==> config.mk <==
export PLATFORM = sky130hd
export DESIGN_NAME = sysbus_arbiter_flat
export DESIGN_NICKNAME = d
export VERILOG_FILES = /design/src/rtl/sysbus_arbiter_if.sv /design/src/rtl/sysbus_arbiter.sv /design/src/flat_wrapper.sv
export SDC_FILE = /design/constraint.sdc
export NUM_CORES = 1
export LEC_CHECK = 0
export ABC_AREA = 1
export ABC_CLOCK_PERIOD_IN_PS = 1800
export BUFFER_PORTS_ARGS = -buffer_cell sky130_fd_sc_hd__buf_4
export CAP_MARGIN = 5
export CORE_AREA = 2 2 186 188
export DETAILED_ROUTE_END_ITERATION = 10
export DIE_AREA = 0 0 188 190
export MAX_ROUTING_LAYER = met4
export PLACE_DENSITY = 0.4
export SKIP_CTS_REPAIR_TIMING = 1
export SKIP_LAST_GASP = 1
export SLEW_MARGIN = 30
export SYNTH_ARGS = -nofsm -noshare
export SYNTH_HDL_FRONTEND = slang
export SYNTH_SLANG_ARGS = --single-unit
==> constraint.sdc <==
create_clock -name clk -period 1.8 [get_ports clk]
set_clock_uncertainty 0.2 [all_clocks]
set_input_delay 0.18 -clock clk [delete_from_list [all_inputs] [get_ports clk]]
set_output_delay 0.18 -clock clk [all_outputs]
set_load 0.005 [all_outputs]
==> src/rtl/sysbus_arbiter_if.sv <==
// One Sysbus request/response channel pair. The master drives requests and
// consumes responses; the slave accepts requests and returns responses.
interface sysbus_arbiter_if #(
    parameter int BUS_DATA_WIDTH = 64,
    parameter int BUS_TAG_WIDTH  = 13
);
    logic                      reqcyc;
    logic [BUS_DATA_WIDTH-1:0] req;
    logic [BUS_TAG_WIDTH-1:0]  reqtag;
    logic                      reqack;
    logic                      respcyc;
    logic [BUS_DATA_WIDTH-1:0] resp;
    logic [BUS_TAG_WIDTH-1:0]  resptag;
    logic                      respack;

    modport master (
        output reqcyc, req, reqtag, respack,
        input  reqack, respcyc, resp, resptag
    );

    modport slave (
        input  reqcyc, req, reqtag, respack,
        output reqack, respcyc, resp, resptag
    );
endinterface

==> src/rtl/sysbus_arbiter.sv <==
// Round-robin arbiter sharing one Sysbus port between instruction fetch (p0)
// and load/store (p1); the grant is held until the full burst completes.
module sysbus_arbiter #(
    parameter int BUS_DATA_WIDTH = 64,
    parameter int BUS_TAG_WIDTH  = 13,
    parameter int BEATS          = 8
) (
    input  logic             clk,
    input  logic             reset,
    sysbus_arbiter_if.slave  p0,
    sysbus_arbiter_if.slave  p1,
    sysbus_arbiter_if.master bus
);
    localparam int CW = $clog2(BEATS) + 1;

    typedef enum logic [1:0] {IDLE, REQ, RDATA, WDATA} state_t;

    state_t        state, state_n;
    logic          owner, owner_n;
    logic          last_grant, last_grant_n;
    logic [CW-1:0] cnt, cnt_n;

    logic                      own_reqcyc;
    logic [BUS_DATA_WIDTH-1:0] own_req;
    logic [BUS_TAG_WIDTH-1:0]  own_reqtag;
    logic                      own_respack;
    logic                      fwd_req;
    logic                      fwd_resp;
    logic                      beat_last;

    assign own_reqcyc  = owner ? p1.reqcyc  : p0.reqcyc;
    assign own_req     = owner ? p1.req     : p0.req;
    assign own_reqtag  = owner ? p1.reqtag  : p0.reqtag;
    assign own_respack = owner ? p1.respack : p0.respack;
    assign beat_last   = (cnt == CW'(BEATS - 1));

    // Forwarding is masked during reset so no beat is acked in the reset cycle.
    assign fwd_req  = !reset && (state == REQ || state == WDATA);
    assign fwd_resp = !reset && (state == RDATA);

    always_ff @(posedge clk) begin
        if (reset) begin
            state      <= IDLE;
            owner      <= 1'b0;
            last_grant <= 1'b1;
            cnt        <= '0;
        end else begin
            state      <= state_n;
            owner      <= owner_n;
            last_grant <= last_grant_n;
            cnt        <= cnt_n;
        end
    end

    always_comb begin
        state_n      = state;
        owner_n      = owner;
        last_grant_n = last_grant;
        cnt_n        = cnt;
        case (state)
            IDLE: begin
                if (p0.reqcyc || p1.reqcyc) begin
                    owner_n      = (p0.reqcyc && p1.reqcyc) ? ~last_grant : p1.reqcyc;
                    last_grant_n = owner_n;
                    state_n      = REQ;
                end
            end
            REQ: begin
                if (!own_reqcyc) begin
                    state_n = IDLE;
                end else if (bus.reqack) begin
                    cnt_n   = '0;
                    state_n = own_reqtag[BUS_TAG_WIDTH-1] ? RDATA : WDATA;
                end
            end
            RDATA: begin
                if (bus.respcyc && own_respack) begin
                    if (beat_last) state_n = IDLE;
                    else           cnt_n   = cnt + 1'b1;
                end
            end
            WDATA: begin
                if (own_reqcyc && bus.reqack) begin
                    if (beat_last) state_n = IDLE;
                    else           cnt_n   = cnt + 1'b1;
                end
            end
            default: state_n = IDLE;
        endcase
    end

    always_comb begin
        bus.reqcyc  = 1'b0;
        bus.req     = '0;
        bus.reqtag  = '0;
        bus.respack = 1'b0;
        p0.reqack   = 1'b0;
        p1.reqack   = 1'b0;
        p0.respcyc  = 1'b0;
        p0.resp     = '0;
        p0.resptag  = '0;
        p1.respcyc  = 1'b0;
        p1.resp     = '0;
        p1.resptag  = '0;
        if (fwd_req) begin
            bus.reqcyc = own_reqcyc;
            bus.req    = own_req;
            bus.reqtag = own_reqtag;
            if (owner) p1.reqack = bus.reqack;
            else       p0.reqack = bus.reqack;
        end
        if (fwd_resp) begin
            bus.respack = own_respack;
            if (owner) begin
                p1.respcyc = bus.respcyc;
                p1.resp    = bus.resp;
                p1.resptag = bus.resptag;
            end else begin
                p0.respcyc = bus.respcyc;
                p0.resp    = bus.resp;
                p0.resptag = bus.resptag;
            end
        end
    end
endmodule
==> src/flat_wrapper.sv <==
// flat-port wrapper written by rule: the top's interface ports become plain ports
module sysbus_arbiter_flat 
#(
    parameter int BUS_DATA_WIDTH = 64,
    parameter int BUS_TAG_WIDTH  = 13,
    parameter int BEATS          = 8
)
  (clk, reset, p0_reqcyc, p0_req, p0_reqtag, p0_respack, p0_reqack, p0_respcyc, p0_resp, p0_resptag, p1_reqcyc, p1_req, p1_reqtag, p1_respack, p1_reqack, p1_respcyc, p1_resp, p1_resptag, bus_reqcyc, bus_req, bus_reqtag, bus_respack, bus_reqack, bus_respcyc, bus_resp, bus_resptag);
  sysbus_arbiter_if #(.BUS_DATA_WIDTH(BUS_DATA_WIDTH), .BUS_TAG_WIDTH(BUS_TAG_WIDTH)) p0_i ();
  sysbus_arbiter_if #(.BUS_DATA_WIDTH(BUS_DATA_WIDTH), .BUS_TAG_WIDTH(BUS_TAG_WIDTH)) p1_i ();
  sysbus_arbiter_if #(.BUS_DATA_WIDTH(BUS_DATA_WIDTH), .BUS_TAG_WIDTH(BUS_TAG_WIDTH)) bus_i ();
  input  logic clk;
  input  logic reset;
  input wire logic [$bits(p0_i.reqcyc)-1:0] p0_reqcyc;
  input wire logic [$bits(p0_i.req)-1:0] p0_req;
  input wire logic [$bits(p0_i.reqtag)-1:0] p0_reqtag;
  input wire logic [$bits(p0_i.respack)-1:0] p0_respack;
  output wire logic [$bits(p0_i.reqack)-1:0] p0_reqack;
  output wire logic [$bits(p0_i.respcyc)-1:0] p0_respcyc;
  output wire logic [$bits(p0_i.resp)-1:0] p0_resp;
  output wire logic [$bits(p0_i.resptag)-1:0] p0_resptag;
  input wire logic [$bits(p1_i.reqcyc)-1:0] p1_reqcyc;
  input wire logic [$bits(p1_i.req)-1:0] p1_req;
  input wire logic [$bits(p1_i.reqtag)-1:0] p1_reqtag;
  input wire logic [$bits(p1_i.respack)-1:0] p1_respack;
  output wire logic [$bits(p1_i.reqack)-1:0] p1_reqack;
  output wire logic [$bits(p1_i.respcyc)-1:0] p1_respcyc;
  output wire logic [$bits(p1_i.resp)-1:0] p1_resp;
  output wire logic [$bits(p1_i.resptag)-1:0] p1_resptag;
  output wire logic [$bits(bus_i.reqcyc)-1:0] bus_reqcyc;
  output wire logic [$bits(bus_i.req)-1:0] bus_req;
  output wire logic [$bits(bus_i.reqtag)-1:0] bus_reqtag;
  output wire logic [$bits(bus_i.respack)-1:0] bus_respack;
  input wire logic [$bits(bus_i.reqack)-1:0] bus_reqack;
  input wire logic [$bits(bus_i.respcyc)-1:0] bus_respcyc;
  input wire logic [$bits(bus_i.resp)-1:0] bus_resp;
  input wire logic [$bits(bus_i.resptag)-1:0] bus_resptag;
  assign p0_i.reqcyc = p0_reqcyc;
  assign p0_i.req = p0_req;
  assign p0_i.reqtag = p0_reqtag;
  assign p0_i.respack = p0_respack;
  assign p0_reqack = p0_i.reqack;
  assign p0_respcyc = p0_i.respcyc;
  assign p0_resp = p0_i.resp;
  assign p0_resptag = p0_i.resptag;
  assign p1_i.reqcyc = p1_reqcyc;
  assign p1_i.req = p1_req;
  assign p1_i.reqtag = p1_reqtag;
  assign p1_i.respack = p1_respack;
  assign p1_reqack = p1_i.reqack;
  assign p1_respcyc = p1_i.respcyc;
  assign p1_resp = p1_i.resp;
  assign p1_resptag = p1_i.resptag;
  assign bus_reqcyc = bus_i.reqcyc;
  assign bus_req = bus_i.req;
  assign bus_reqtag = bus_i.reqtag;
  assign bus_respack = bus_i.respack;
  assign bus_i.reqack = bus_reqack;
  assign bus_i.respcyc = bus_respcyc;
  assign bus_i.resp = bus_resp;
  assign bus_i.resptag = bus_resptag;
  sysbus_arbiter #(.BUS_DATA_WIDTH(BUS_DATA_WIDTH), .BUS_TAG_WIDTH(BUS_TAG_WIDTH), .BEATS(BEATS)) u_core (.clk(clk), .reset(reset), .p0(p0_i), .p1(p1_i), .bus(bus_i));
endmodule
======== After elaboration in Yosys (flattened, before gate mapping) ========
Index checks and enable logic that the tools add are counted.
word-level totals
  bits in registers ....................... 8
  bits in latches ......................... 0
  bits in writable memories ............... 0
  memory bits (read-only) ................. 0
  logic and storage cells ................. 68
  memories ................................ 0
operators by class
  add/sub/neg operators ................... 1
  multipliers ............................. 0
  divide/modulo/power cells ............... 0
  $lt $le $gt $ge ......................... 0
  eq/ne operators ......................... 10
  shifts and indexed selects .............. 0
  muxes and demuxes ....................... 39
  bitwise logic cells ..................... 1
  reduce and logical (&&, ||, !) cells .... 13
operators by type and width
  operator                                                          count
  64-bit 2-to-1 mux                                                 6
  13-bit 2-to-1 mux                                                 6
  4-bit 2-to-1 mux                                                  5
  1-bit 2-to-1 mux                                                  14
  2-bit 2-to-1 mux                                                  6
  4-bit one-hot mux with 3 select lines                             1
  2-bit one-hot mux with 4 select lines                             1
  2-bit != test (second input constant)                             3
  1-bit logical AND                                                 5
  5-bit AND reduction                                               1
  4-bit by 1-bit adder with 4-bit output (second input constant)    1
  2-bit == test (second input constant)                             2
  4-bit by 3-bit == test with 1-bit output (second input constant)  1
  2-bit by 1-bit != test with 1-bit output (second input constant)  2
  4-bit AND reduction                                               1
  3-bit != test (second input constant)                             1
  3-bit nonzero test                                                1
  2-bit by 1-bit == test with 1-bit output (second input constant)  1
  2-bit logical NOT                                                 1
  1-bit logical OR                                                  2
  2-bit AND reduction                                               1
  1-bit logical NOT                                                 1
  1-bit inverter                                                    1

======== Logic depth before layout (Yosys ltp) ========
  depth in word-level cells ............... 5
  gate-level depth with buffers ........... 10
  gate-level depth less buffers ........... 10

======== Worst setup path after synthesis ========
No wires, ideal clock.
  kind .................................... reg2out
  from .................................... register u_core.state[1]
  to ...................................... output p0_resp[55]
  data arrival time ....................... 1.139 ns
  setup slack ............................. 0.281 ns
  cell stages (with the launch flop) ...... 10
  buffers on the path ..................... 3
  cells stage by stage .................... dfxtp_1 -> buf_4 -> inv_2 -> nor2_4 -> nand2_1 -> inv_2 -> nand2_2 -> buf_6 -> buf_6 -> nor2_1
on the way
  longest elaborated chain between the ends .. 3
RTL lines
  item                    line                   source
  start, declared         sysbus_arbiter.sv:18   state_t state, state_n;
  start signal, assigned  sysbus_arbiter.sv:48   state <= state_n;
  2-bit == test           sysbus_arbiter.sv:39   assign fwd_resp = !reset && (state == RDATA);
  1-bit logical AND       sysbus_arbiter.sv:39
  64-bit 2-to-1 mux       sysbus_arbiter.sv:112  if (fwd_resp) begin
  end, declared           flat_wrapper.sv:20     output wire logic [$bits(p0_i.resp)-1:0] p0_resp;
No other way between the ends.

======== Worst setup path in the final report ========
  from .................................... register u_core.state[1]
  to ...................................... output p0_resp[6]
Same word-level chain as after synthesis.

==> results.cfg <==
[clocking]
cts_max_path_buffers = 2
h-tree-depth = 1
cts_sinks = 8
clock_latency_ns = 0.24
clk_pin_slew_worst_paths_ns = 0.04
clock-root-buffer = clkbuf_16
tritoncts = yes
cts_buffers = 3

[critical_path]
cp_num_buf_inv = 5
crit_path_top_delay_cell = dfxtp_2
cp_max_fo = 8
r2r_end = u_core.cnt[1]$_SDFFE_PP0P_
cp-start-kind = register
crit_chain = inv_2 > nor2_4 > nand2_2 > clkinv_4 > nand2_8 > buf_12 > clkbuf_16 > nor2_2 > buf_4
path_class = register to primary output
slowest_delay_ns = 0.32
rr_startpoint = u_core.owner$_SDFFE_PP0P_
critPathTopFamily = buffers and inverters
ff2ff_setup_slack_ns = 0.08
arrival_ns = 1.50
worstRegToRegCells = 10
end_kind = primary output
worstPathRequired_ns = 1.42

[routing]
ant_nets = 0
avgViaCountPerCell = 3.72
vias = 5849
drc = 0
drt_wl_total_mm = 26.8
dr.pass1.iters = 5
routedWlPerCell_um = 17.0
drt_iter0_markers = 200

[placement]
place_congestion = 0.832
dp_hpwl_mm = 19.3
numPortBuffers = 475
pre_cts_ws_ns = 0.0527

[sta]
rsz0062_at_grt = yes
tightest_slew_ns = 0.236
setup_ws_ns = -0.0753
tns_ns = -2.41
min_period_ns = 1.88
maxSlewHeadroom_pct = 84.3
finalHoldViolations = 2
max_freq_mhz = 533
drv_slew = 0
setup_viol = 58
whs_ns = -0.0716
finalCritPeriodShare_pct = 104

[pwr]
ir_worst_vdd_uv = 311
powerDensity_nw_per_um2 = 527
p_leak_nw = 4.54

[hold_path]
min_to = u_core.owner$_SDFFE_PP0P_
hold_depth = 2
min_from = reset
hp-class = input port to register

[global_route]
grtUsageMet1_pct = 14.2
grt_pass1_vias = 5313
met2_usage_pct = 20.5
overflow = 0
grt_pass1_wl_mm = 31.2
grt_max_degree = 61
antenna_found_initial = 1
grt.busiest_layer = met2
grtUsageTotal_pct = 11.5
use_met3_pct = 1.60

[cells_and_area]
regArea_um2 = 166
fin_util_pct = 24.1
areaGrowthSynthToFinish_pct = 205
final_nets = 1359
multiInputGateArea_um2 = 2370
final_common_cell = buf_4
fillCellCount = 3901
final_cell_mix = 476 x buf_4, 184 x nand2_1, 98 x nor2_1, 89 x inv_1, 67 x a21oi_1
drive_above_1_share_pct = 58.6
antenna_cells = 0

[synth]
yosys_register_bits = 8
syn_avg_cell_area_um2 = 4.38
synth_cell_types = 23
syn_area_um2 = 2680
yosys_warnings = 0
synth-seq-area-share_pct = 5.97
syn_inst = 613
syn-num-nets = 853

[floorplan]
dieArea_um2 = 35700
coreArea_um2 = 33900
die_y_um = 190
die_width_um = 188
num_rows = 68
start_util_pct = 7.90
io_pins = 476

[status]
status = complete, but fails checks
failed_checks = negative hold slack, negative setup slack

[run]
drv_cap = 0
sequential cells by signal, summed over array words and instances (netlist names):
| signal | flops |
|---|---|
| u_core.owner | 1 |
| u_core.last_grant | 1 |
| u_core.cnt | 4 |
| u_core.state | 2 |
per-layer routing:
metal / part of all wire (%) / wire [µm] / vias up
met5: 0 / 0 / -
met4: 1.6 / 431 / 0
met3: 6.6 / 1760 / 26
met2: 52 / 14000 / 346
met1: 40 / 10600 / 2644
li1: - / - / 2833
power by group:
group          internal (mW)  switching (mW)  leakage (nW)
registers              0.244          0.0728        0.0671
logic                   1.79            1.80          4.44
clock network          0.297           0.103        0.0382
stage by stage:
| stage | area (µm²) | instances | power [mW] |
|---|---|---|---|
| finish | 8180 | 1573 | 4.31 |
| CTS | 7010 | 1539 | 3.51 |
| detailed placement | 6930 | 1535 | 3.09 |
| global placement | 6930 | 1535 | 3.11 |
| global route | 8180 | 1573 | 4.66 |
| floorplan | 2680 | 613 | 1.50 |
kinds of logic after synthesis:
family          count (synthesis)  share of synthesized area, %
simple gates                  384                          55.5
buf+inv                       137                          22.4
compound gates                 83                          15.6
flops                           8                          5.97
fa+ha+maj                       1                         0.466
synthesized netlist by cell type:
library cell	n	area [µm²]
nand3_2	1	10.0
buf_6	6	67.6
o21ai_0	3	15.0
nand2_1	188	706
dfxtp_1	8	160
nor2_1	175	657
o21bai_1	1	7.51
nor2_4	1	11.3
clkinv_1	1	3.75
inv_2	5	18.8
nor3_1	2	10.0
nand3_1	10	50.1
nor2_2	1	6.26
inv_1	89	334
o22ai_1	1	6.26
buf_4	5	37.5
nor3b_1	1	7.51
ha_1	1	12.5
a21oi_1	78	390
clkbuf_1	12	45.0
nand2_2	3	18.8
nand4_1	2	12.5
buf_2	19	95.1
cell type report:
type	instances	area share (%)
Inverter	95	4.57
Multi-Input combinational cell	469	28.9
Tap cell	455	6.96
Sequential cell	8	2.03
Timing Repair Buffer	542	56.5
Clock buffer	4	0.964
worst max-delay path by stage:
| stage | start | to | slack (ns) | cells after the start |
|---|---|---|---|---|
| detailed placement | u_core.owner$_SDFFE_PP0P_ | u_core.state[0]$_SDFFE_PP0P_ | 0.05 | 9 |
| floorplan | u_core.state[1]$_SDFFE_PP0P_ | p0_resp[55] | 0.28 | 9 |
| CTS | u_core.owner$_SDFFE_PP0P_ | bus_req[6] | -0.16 | 5 |
| finish | u_core.state[1]$_SDFFE_PP0P_ | p0_resp[6] | -0.08 | 9 |
| global placement | u_core.owner$_SDFFE_PP0P_ | u_core.state[0]$_SDFFE_PP0P_ | 0.05 | 9 |
| global route | u_core.owner$_SDFFE_PP0P_ | p1_resp[49] | -0.12 | 6 |
Power figures use the tool's default switching activity.
